==> config.mk <==
export PLATFORM = sky130hd
export DESIGN_NAME = shift_chain_seq_flat
export DESIGN_NICKNAME = d
export VERILOG_FILES = /design/src/rtl/shift_chain_pkg.sv /design/src/rtl/shift_chain_seq_if.sv /design/src/rtl/shift_chain.sv /design/src/rtl/shift_chain_seq.sv /design/src/flat_wrapper.sv
export SDC_FILE = /design/constraint.sdc
export NUM_CORES = 1
export LEC_CHECK = 0
export BUFFER_PORTS_ARGS = -buffer_cell sky130_fd_sc_hd__buf_4
export CORE_ASPECT_RATIO = 0.8
export CORE_MARGIN = 3
export CORE_UTILIZATION = 35
export CTS_CLUSTER_DIAMETER = 120
export DETAILED_ROUTE_END_ITERATION = 10
export PLACE_DENSITY_LB_ADDON = 0.2
export SLEW_MARGIN = 20
export SYNTH_ARGS = -nofsm -noshare
export SYNTH_HDL_FRONTEND = slang
export SYNTH_SLANG_ARGS = --single-unit
==> constraint.sdc <==
create_clock -name clk -period 3.8 [get_ports clk]
set_input_delay 0.19 -clock clk [delete_from_list [all_inputs] [get_ports clk]]
set_output_delay 0.19 -clock clk [all_outputs]
set_load 0.01 [all_outputs]
==> src/rtl/shift_chain_pkg.sv <==
// Shared definitions for the shift-chain sequencer: FSM state encoding and
// the counter-width helper.
package shift_chain_pkg;

  typedef enum logic [1:0] {
    ST_IDLE  = 2'd0,
    ST_SHIFT = 2'd1,
    ST_DONE  = 2'd2
  } state_e;

  // Width needed to count 0 .. width+depth-1 without wrap-around.
  function automatic int cnt_width(input int width, input int depth);
    if (width + depth <= 2) begin
      return 1;
    end
    return $clog2(width + depth);
  endfunction

endpackage

==> src/rtl/shift_chain_seq_if.sv <==
// Word-level handshake bundle for the shift-chain sequencer: input word
// valid/ready, output word valid/ready, stall and busy status.
interface shift_chain_seq_if #(
  parameter int WIDTH = 8
);
  logic             in_valid;
  logic [WIDTH-1:0] in_data;
  logic             in_ready;
  logic             stall;
  logic             out_valid;
  logic [WIDTH-1:0] out_data;
  logic             out_ready;
  logic             busy;

  // Producer/consumer side (drives words in, takes words out).
  modport master (
    output in_valid, in_data, stall, out_ready,
    input  in_ready, out_valid, out_data, busy
  );

  // Sequencer side.
  modport slave (
    input  in_valid, in_data, stall, out_ready,
    output in_ready, out_valid, out_data, busy
  );
endinterface

==> src/rtl/shift_chain.sv <==
// DEPTH-stage single-bit shift register with enable and synchronous clear.
// tap[0] is the first stage, tap[DEPTH-1] the tail.
module shift_chain #(
  parameter int DEPTH = 3
) (
  input  logic             clk,
  input  logic             rst,
  input  logic             en,
  input  logic             din,
  output logic [DEPTH-1:0] tap
);

  logic [DEPTH-1:0] tap_q;
  logic [DEPTH-1:0] tap_d;
  logic [DEPTH-1:0] shift_in;

  // Each stage takes its predecessor; stage 0 takes the serial input.
  genvar gi;
  generate
    for (gi = 0; gi < DEPTH; gi++) begin : g_stage
      if (gi == 0) begin : g_head
        assign shift_in[gi] = din;
      end else begin : g_body
        assign shift_in[gi] = tap_q[gi-1];
      end
    end
  endgenerate

  // Next chain contents: shifted when enabled, otherwise held.
  always_comb begin
    tap_d = tap_q;
    if (en) begin
      tap_d = shift_in;
    end
  end

  // Chain register with synchronous clear.
  always_ff @(posedge clk) begin
    if (rst) begin
      tap_q <= '0;
    end else begin
      tap_q <= tap_d;
    end
  end

  assign tap = tap_q;

endmodule

==> src/rtl/shift_chain_seq.sv <==
// Loopback sequencer: serializes one word MSB-first into a shift chain,
// drains it with zeros while collecting the tail bits, then presents the
// reassembled word. A healthy chain returns the input word unchanged.
module shift_chain_seq
  import shift_chain_pkg::*;
#(
  parameter int WIDTH = 8,
  parameter int DEPTH = 3
) (
  input  logic             clk,
  input  logic             rst,
  shift_chain_seq_if.slave bus,
  output logic [DEPTH-1:0] tap
);

  localparam int CNT_W = cnt_width(WIDTH, DEPTH);
  localparam logic [CNT_W-1:0] CNT_LAST  = CNT_W'(WIDTH + DEPTH - 1);
  localparam logic [CNT_W-1:0] CNT_WIDTH = CNT_W'(WIDTH);
  localparam logic [CNT_W-1:0] CNT_DEPTH = CNT_W'(DEPTH);

  state_e           state_q, state_d;
  logic [CNT_W-1:0] cnt_q, cnt_d;
  logic [WIDTH-1:0] word_q, word_d;
  logic [WIDTH-1:0] out_data_q, out_data_d;
  logic             chain_en;
  logic             chain_din;
  logic [DEPTH-1:0] chain_tap;

  shift_chain #(
    .DEPTH(DEPTH)
  ) u_chain (
    .clk (clk),
    .rst (rst),
    .en  (chain_en),
    .din (chain_din),
    .tap (chain_tap)
  );

  // Next-state, counter, word and capture logic. The tail is captured from
  // the pre-edge chain once the first injected bit has reached it (cnt >= DEPTH).
  always_comb begin
    state_d    = state_q;
    cnt_d      = cnt_q;
    word_d     = word_q;
    out_data_d = out_data_q;
    chain_en   = 1'b0;
    chain_din  = 1'b0;
    case (state_q)
      ST_IDLE: begin
        if (bus.in_valid) begin
          word_d     = bus.in_data;
          cnt_d      = '0;
          out_data_d = '0;
          state_d    = ST_SHIFT;
        end
      end
      ST_SHIFT: begin
        if (!bus.stall) begin
          chain_en  = 1'b1;
          chain_din = (cnt_q < CNT_WIDTH) ? word_q[WIDTH-1] : 1'b0;
          word_d    = {word_q[WIDTH-2:0], 1'b0};
          if (cnt_q >= CNT_DEPTH) begin
            out_data_d = {out_data_q[WIDTH-2:0], chain_tap[DEPTH-1]};
          end
          if (cnt_q == CNT_LAST) begin
            state_d = ST_DONE;
          end else begin
            cnt_d = cnt_q + 1'b1;
          end
        end
      end
      ST_DONE: begin
        if (bus.out_ready) begin
          state_d = ST_IDLE;
        end
      end
      default: begin
        state_d = ST_IDLE;
      end
    endcase
  end

  // Sequencer registers with synchronous clear; reset aborts any word in flight.
  always_ff @(posedge clk) begin
    if (rst) begin
      state_q    <= ST_IDLE;
      cnt_q      <= '0;
      word_q     <= '0;
      out_data_q <= '0;
    end else begin
      state_q    <= state_d;
      cnt_q      <= cnt_d;
      word_q     <= word_d;
      out_data_q <= out_data_d;
    end
  end

  // Status is decoded from registered state only.
  assign bus.in_ready  = (state_q == ST_IDLE);
  assign bus.out_valid = (state_q == ST_DONE);
  assign bus.busy      = (state_q == ST_SHIFT) || (state_q == ST_DONE);
  assign bus.out_data  = out_data_q;
  assign tap           = chain_tap;

endmodule

==> src/flat_wrapper.sv <==
// flat-port wrapper written by rule: the top's interface ports become plain ports
module shift_chain_seq_flat import shift_chain_pkg::*;
#(
  parameter int WIDTH = 8,
  parameter int DEPTH = 3
)
  (clk, rst, tap, bus_in_valid, bus_in_data, bus_stall, bus_out_ready, bus_in_ready, bus_out_valid, bus_out_data, bus_busy);
  shift_chain_seq_if #(.WIDTH(WIDTH)) bus_i ();
  input  logic clk;
  input  logic rst;
  output logic [DEPTH-1:0] tap;
  input wire logic [$bits(bus_i.in_valid)-1:0] bus_in_valid;
  input wire logic [$bits(bus_i.in_data)-1:0] bus_in_data;
  input wire logic [$bits(bus_i.stall)-1:0] bus_stall;
  input wire logic [$bits(bus_i.out_ready)-1:0] bus_out_ready;
  output wire logic [$bits(bus_i.in_ready)-1:0] bus_in_ready;
  output wire logic [$bits(bus_i.out_valid)-1:0] bus_out_valid;
  output wire logic [$bits(bus_i.out_data)-1:0] bus_out_data;
  output wire logic [$bits(bus_i.busy)-1:0] bus_busy;
  assign bus_i.in_valid = bus_in_valid;
  assign bus_i.in_data = bus_in_data;
  assign bus_i.stall = bus_stall;
  assign bus_i.out_ready = bus_out_ready;
  assign bus_in_ready = bus_i.in_ready;
  assign bus_out_valid = bus_i.out_valid;
  assign bus_out_data = bus_i.out_data;
  assign bus_busy = bus_i.busy;
  shift_chain_seq #(.WIDTH(WIDTH), .DEPTH(DEPTH)) u_core (.clk(clk), .rst(rst), .bus(bus_i), .tap(tap));
endmodule
# Word level (Yosys, flattened, before mapping)
# Index checks and enable logic that the tools add are counted.
# classes
addsub	1
mul	0
div	0
n_lt_le_gt_ge	2
n_eq_ne	9
shifts	0
mux	21
bitwise	0
reduce_logical	7
# ops
op	n
8-bit 2-to-1 mux	5
8-bit case mux with 2 select lines	2
4-bit 2-to-1 mux	3
4-bit AND reduction	3
2-bit 2-to-1 mux	4
2-bit inequality test (second input constant)	4
4-bit case mux with 2 select lines	1
2-bit case mux with 3 select lines	1
1-bit 2-to-1 mux	5
4-bit by 1-bit adder with 4-bit output (second input constant)	1
4-bit equality test (second input constant)	1
4-bit by 2-bit >= comparator with 1-bit output (second input constant)	1
4-bit less-than comparator (second input constant)	1
2-bit by 1-bit inequality test with 1-bit output (second input constant)	2
3-bit AND reduction	1
2-bit by 1-bit equality test with 1-bit output (second input constant)	1
2-bit equality test (second input constant)	1
2-bit logical NOT	1
2-bit nonzero test	1
1-bit logical OR	1
# word_totals
reg_bits	25
latch_bits	0
mem_bits_rw	0
rom_bits	0
in_bits	13
elab_cells	45
n_memories	0

# Logic depth before layout (Yosys ltp)
# depth
word_depth	4
depth_mapped	7
mapped_depth_nobuf	5

# Cells and area by module
# From an unflattened synthesis, not the netlist that was laid out.
# unflattened
hier_cells	131
area_unflattened_um2	1209.9
# by_module_without_submodules
module	n_inst	cells_per_inst	area_per_inst_um2	seq_area_each_um2
shift_chain_seq	1	122	1108.6	440.4
shift_chain	1	9	101.3	60.1

# Worst setup path before layout
# OpenSTA, ideal clock, no wires.
# synth_timing
path_type	reg-to-reg
from	register u_core.state_q[0]
to	register u_core.out_data_q[0], in the netlist u_core.bus.out_data[0]
setup_ps	72
arrival_ps	1735
required_time_ps	3728
slack_ps	1993
path_stages_with_launch	7
path_cell_list	dfxtp_1 inv_1 ha_1 nor2b_4 buf_6 nor4_4 mux2i_1
# synth_via
elab_chain_cells	3
word_cells_on_any_way	8
classes_between	4 x eq/ne; 1 x mux; 3 x reduce/logical
# synth_lines
item	line_no	text
start: declaration	shift_chain_seq.sv:21	state_e state_q, state_d;
start signal: assignment	shift_chain_seq.sv:91	state_q <= state_d;
2-bit logical NOT (*)	-	
net bus_in_ready	flat_wrapper.sv:16	output wire logic [$bits(bus_i.in_ready)-1:0] bus_in_ready;
2-bit inequality test (no line) / 2-bit nonzero test (equally long branches)	-	
4-bit AND reduction (no line)	-	
end signal: assignment	shift_chain_seq.sv:94	out_data_q <= out_data_d;
end: declaration	shift_chain_seq.sv:24	logic [WIDTH-1:0] out_data_q, out_data_d;
# The timed path passes the listed nets; every way through them passes the cells marked *.
# A chain may end at the register's enable or synchronous reset.

# Worst setup path in the final report
# layout_timing
from	register u_core.state_q[1]
to	register u_core.out_data_q[1], in the netlist u_core.bus.out_data[1]
# layout_via
elab_chain_cells	3
word_cells_on_any_way	8
classes_between	4 x eq/ne; 1 x mux; 3 x reduce/logical
# layout_lines
item	line_no	text
2-bit by 1-bit equality test with 1-bit output / 2-bit logical NOT (equally long branches)	shift_chain_seq.sv:48	case (state_q)
2-bit by 1-bit inequality test with 1-bit output (no line), or another cell as far along	-	
4-bit AND reduction (no line)	-	
# Several ways; a longest one is shown, not always the timed one.

==> results.json <==
{
  "place_inst": 211,
  "worstSetupEndpoint": "u_core.bus.out_data[1]",
  "layout_common_cells": "26 x buf_4, 25 x dfxtp_1, 12 x mux2i_1",
  "via_per_inst": 5.36,
  "required_ns": 4.00,
  "grt_first_pass_wirelength_microns": 5170,
  "final_common_cell": "buf_4",
  "crit_slowest_cell": "ha_1",
  "vias": 1152,
  "post-cts-setup-buffer-count": 0,
  "drv_cap": 0,
  "power_frac_clock_pct": 17.1,
  "synth_mux_area_share_pct": 14.4,
  "swShare_pct": 38.6,
  "peakVddDrop_mv": 0.206,
  "clk_pin_slew_ns": 0.09,
  "synth-edff-count": 0,
  "htree_levels": 1,
  "grt_usage_pct": 13.2,
  "synth_xor_area_share_pct": 0,
  "yosysWarningCount": 0,
  "fin_skew_ns": 0.00431,
  "dr_wl_met2_microns": 1290,
  "cp_slowest_stage_delay_ns": 0.80,
  "worstRegToRegCells": 5,
  "synth_top_cell_by_area": "dfxtp_1",
  "initial_core_util_pct": 38.3,
  "die-area_sq_um": 4750,
  "core_sq_um": 3610,
  "ys_async_sr_fraction_pct": 0,
  "tns_ns": 0,
  "grt_max_degree": 38,
  "hold_slack_ns": 0.199,
  "synth_top_cell_area_share_pct": 36.1,
  "wl_per_cell_microns": 14.3,
  "cts_made_buffers": 3,
  "io_pins": 27,
  "status": "completed",
  "reg2reg_to": "u_core.bus.out_data[1]",
  "startpoint_type": "register",
  "post-route-min-period_ns": 2.70,
  "total_power_w": 0.000929,
  "clk_latency_ns": 0.27,
  "final-instance-count-excl-fill": 215,
  "synthesis.nets": 165,
  "ys_seq_area_share_pct": 36.1,
  "r2r_setup_slack_ns": 1.10,
  "gr-total-overflow": 0,
  "route.met3.wl_microns": 223,
  "synth_adder_area_share_pct": 4.52,
  "die_w_microns": 76.3,
  "drive_gt1_share_pct": 24.5,
  "finalCritPeriodShare_pct": 71.1,
  "syn_inst": 147,
  "final_antenna_net_count": 0,
  "firstDrtPassIters": 4,
  "power_density_nw_per_um2": 571,
  "nets": 182,
  "crit_chain": "inv_1 -> ha_1 -> nor2_1 -> nor4_4 -> mux2i_1",
  "area_growth_pct": 17.5,
  "internal-power_w": 0.000571,
  "synth_flop_cell": "dfxtp_1",
  "cts-root-buf": "clkbuf_8",
  "rsz0062_at_grt": "no",
  "rows": 19,
  "drc": 0,
  "synth_compound_area_share_pct": 9.67,
  "io_buffers": 26,
  "critPathCaptureType": "register",
  "place.gp.congestion": 0.811,
  "drt_wl_total_microns": 3080,
  "worstMarginPinSlew_ns": 0.975,
  "synth_top_family_by_area": "simple AND/OR/NAND/NOR gates",
  "p_switching_w": 0.000358,
  "m1WireLength_microns": 1520,
  "setup_viol": 0,
  "max_freq_ghz": 0.370,
  "diodes": 0,
  "ctsHoldBuffers": 0,
  "hpwl_microns": 2130,
  "routed.top_layer": "met4",
  "die_height_microns": 62.3,
  "worst_ep_arrival_time_ns": 2.90,
  "hold_class": "input pin to register",
  "p_comb_share_pct": 47.1,
  "finalHoldViolations": 0,
  "synth_seq_cells": 25,
  "critPathKind": "register to register",
  "dr.first_iter.drc_count": 100,
  "syn_area_sq_um": 1390,
  "leakage_nw": 0.624,
  "cts_tree": "done",
  "cp-startpoint": "u_core.state_q[1]",
  "cts_resized": 0,
  "synthTopCellsByArea": "dfxtp_1 36%, mux2i_1 8.7%, nand3b_1 6.0%",
  "reg2reg_from": "u_core.state_q[1]",
  "maxSlewHeadroom_pct": 35.0,
  "first_global_vias": 1081,
  "synthDistinctLibCells": 34,
  "avgSynthCellArea_sq_um": 9.42,
  "cp_max_fo": 29,
  "antenna_found_initial": 0,
  "clock-sinks": 25,
  "seq_power_share_pct": 35.7,
  "drv_slew": 0,
  "yosys.area_share.simple_pct": 29.9,
  "clock_path_buffers": 2
}
-- metrics by stage --
| step | worst slack (ns) | instance area (sq um) | utilization [%] |
|---|---|---|---|
| after global placement | 1.20 | 1580 | 43.8 |
| after global routing | 0.783 | 1630 | 45.0 |
| after CTS | 1.07 | 1630 | 45.0 |
| after floorplan | 1.99 | 1390 | - |
| final | 1.10 | 1630 | 45.0 |
| after detailed placement | 1.10 | 1580 | 43.8 |
-- how the worst min path moves through the flow --
| stage | slack (ns) | end | cells past startpoint | from |
|---|---|---|---|---|
| 2_1_floorplan | 0.36 | u_core.word_q[0] | 2 | bus_in_data[0] |
| 3_3_place_gp | 0.46 | u_core.u_chain.tap[0] | 2 | u_core.u_chain.tap[0] |
| 3_5_place_dp | 0.46 | u_core.bus.out_data[7] | 2 | u_core.bus.out_data[7] |
| 4_1_cts | 0.19 | u_core.word_q[0] | 3 | bus_in_data[0] |
| 5_1_grt | 0.22 | u_core.word_q[0] | 3 | bus_in_data[0] |
| 6_report | 0.20 | u_core.word_q[0] | 3 | bus_in_data[0] |
-- state kept, by name, summed over array words and instances, names as in the netlist --
signal / flops
u_core.cnt_q: 4
u_core.word_q: 8
u_core.state_q: 2
u_core.u_chain.tap: 3
u_core.bus.out_data: 8
-- critical path, delay by kind of cell (launching register included) --
family	cells	cell delay, ns
adder cells (fa/ha/maj)	1	0.80
buffers and inverters	1	0.09
AND/OR/NAND/NOR	2	1.14
flip-flops	1	0.32
multiplexers	1	0.26
-- kinds of logic (layout without fill, tap and decap cells) --
family	count (synthesis)	after routing
muxes	19	19
AOI/OAI and AO/OA	20	20
buffers and inverters	17	33
DFF	25	25
adders and majority gates	5	5
and+or+nand+nor	61	61
-- metal layers --
metal  track usage (%)  vias up
met4              4.07        0
li1                  -      572
met2              19.5       34
met1              18.1      541
met3              4.34        5
met5                 0        -
-- power by group through the flow --
stage	clock [W]	sequential, W	combinational [W]
after detailed placement	0	0.000337	0.000437
final	0.000159	0.000332	0.000438
after floorplan	0	0.000331	0.000368
after global placement	0	0.000335	0.000432
after CTS	0.000167	0.000331	0.000440
after global routing	0.000178	0.000337	0.000485
-- synthesized netlist by cell type (2+ instances only) --
cell type  count
dfxtp_1       25
mux2i_1       12
nand2b_1      11
nand3b_1      11
clkbuf_1      10
a31oi_1        8
nor3_1         8
nor4_1         8
mux2_2         7
ha_1           5
o31ai_1        4
a21oi_1        3
buf_2          3
inv_1          3
nor2_1         3
nor2b_1        3
nand2_1        2
nand4b_1       2
o41ai_1        2
or2b_1         2
or3b_1         2
-- final cells by class --
type	count	area, sq um
Clock inverter	1	5.00
Inverter	3	11.3
Timing Repair Buffer	26	195
Sequential cell	25	500
Fill cell	370	1990
Clock buffer	3	41.3
Multi-Input combinational cell	105	810
Tap cell	52	65.1
(Power assumes the default switching activity.)
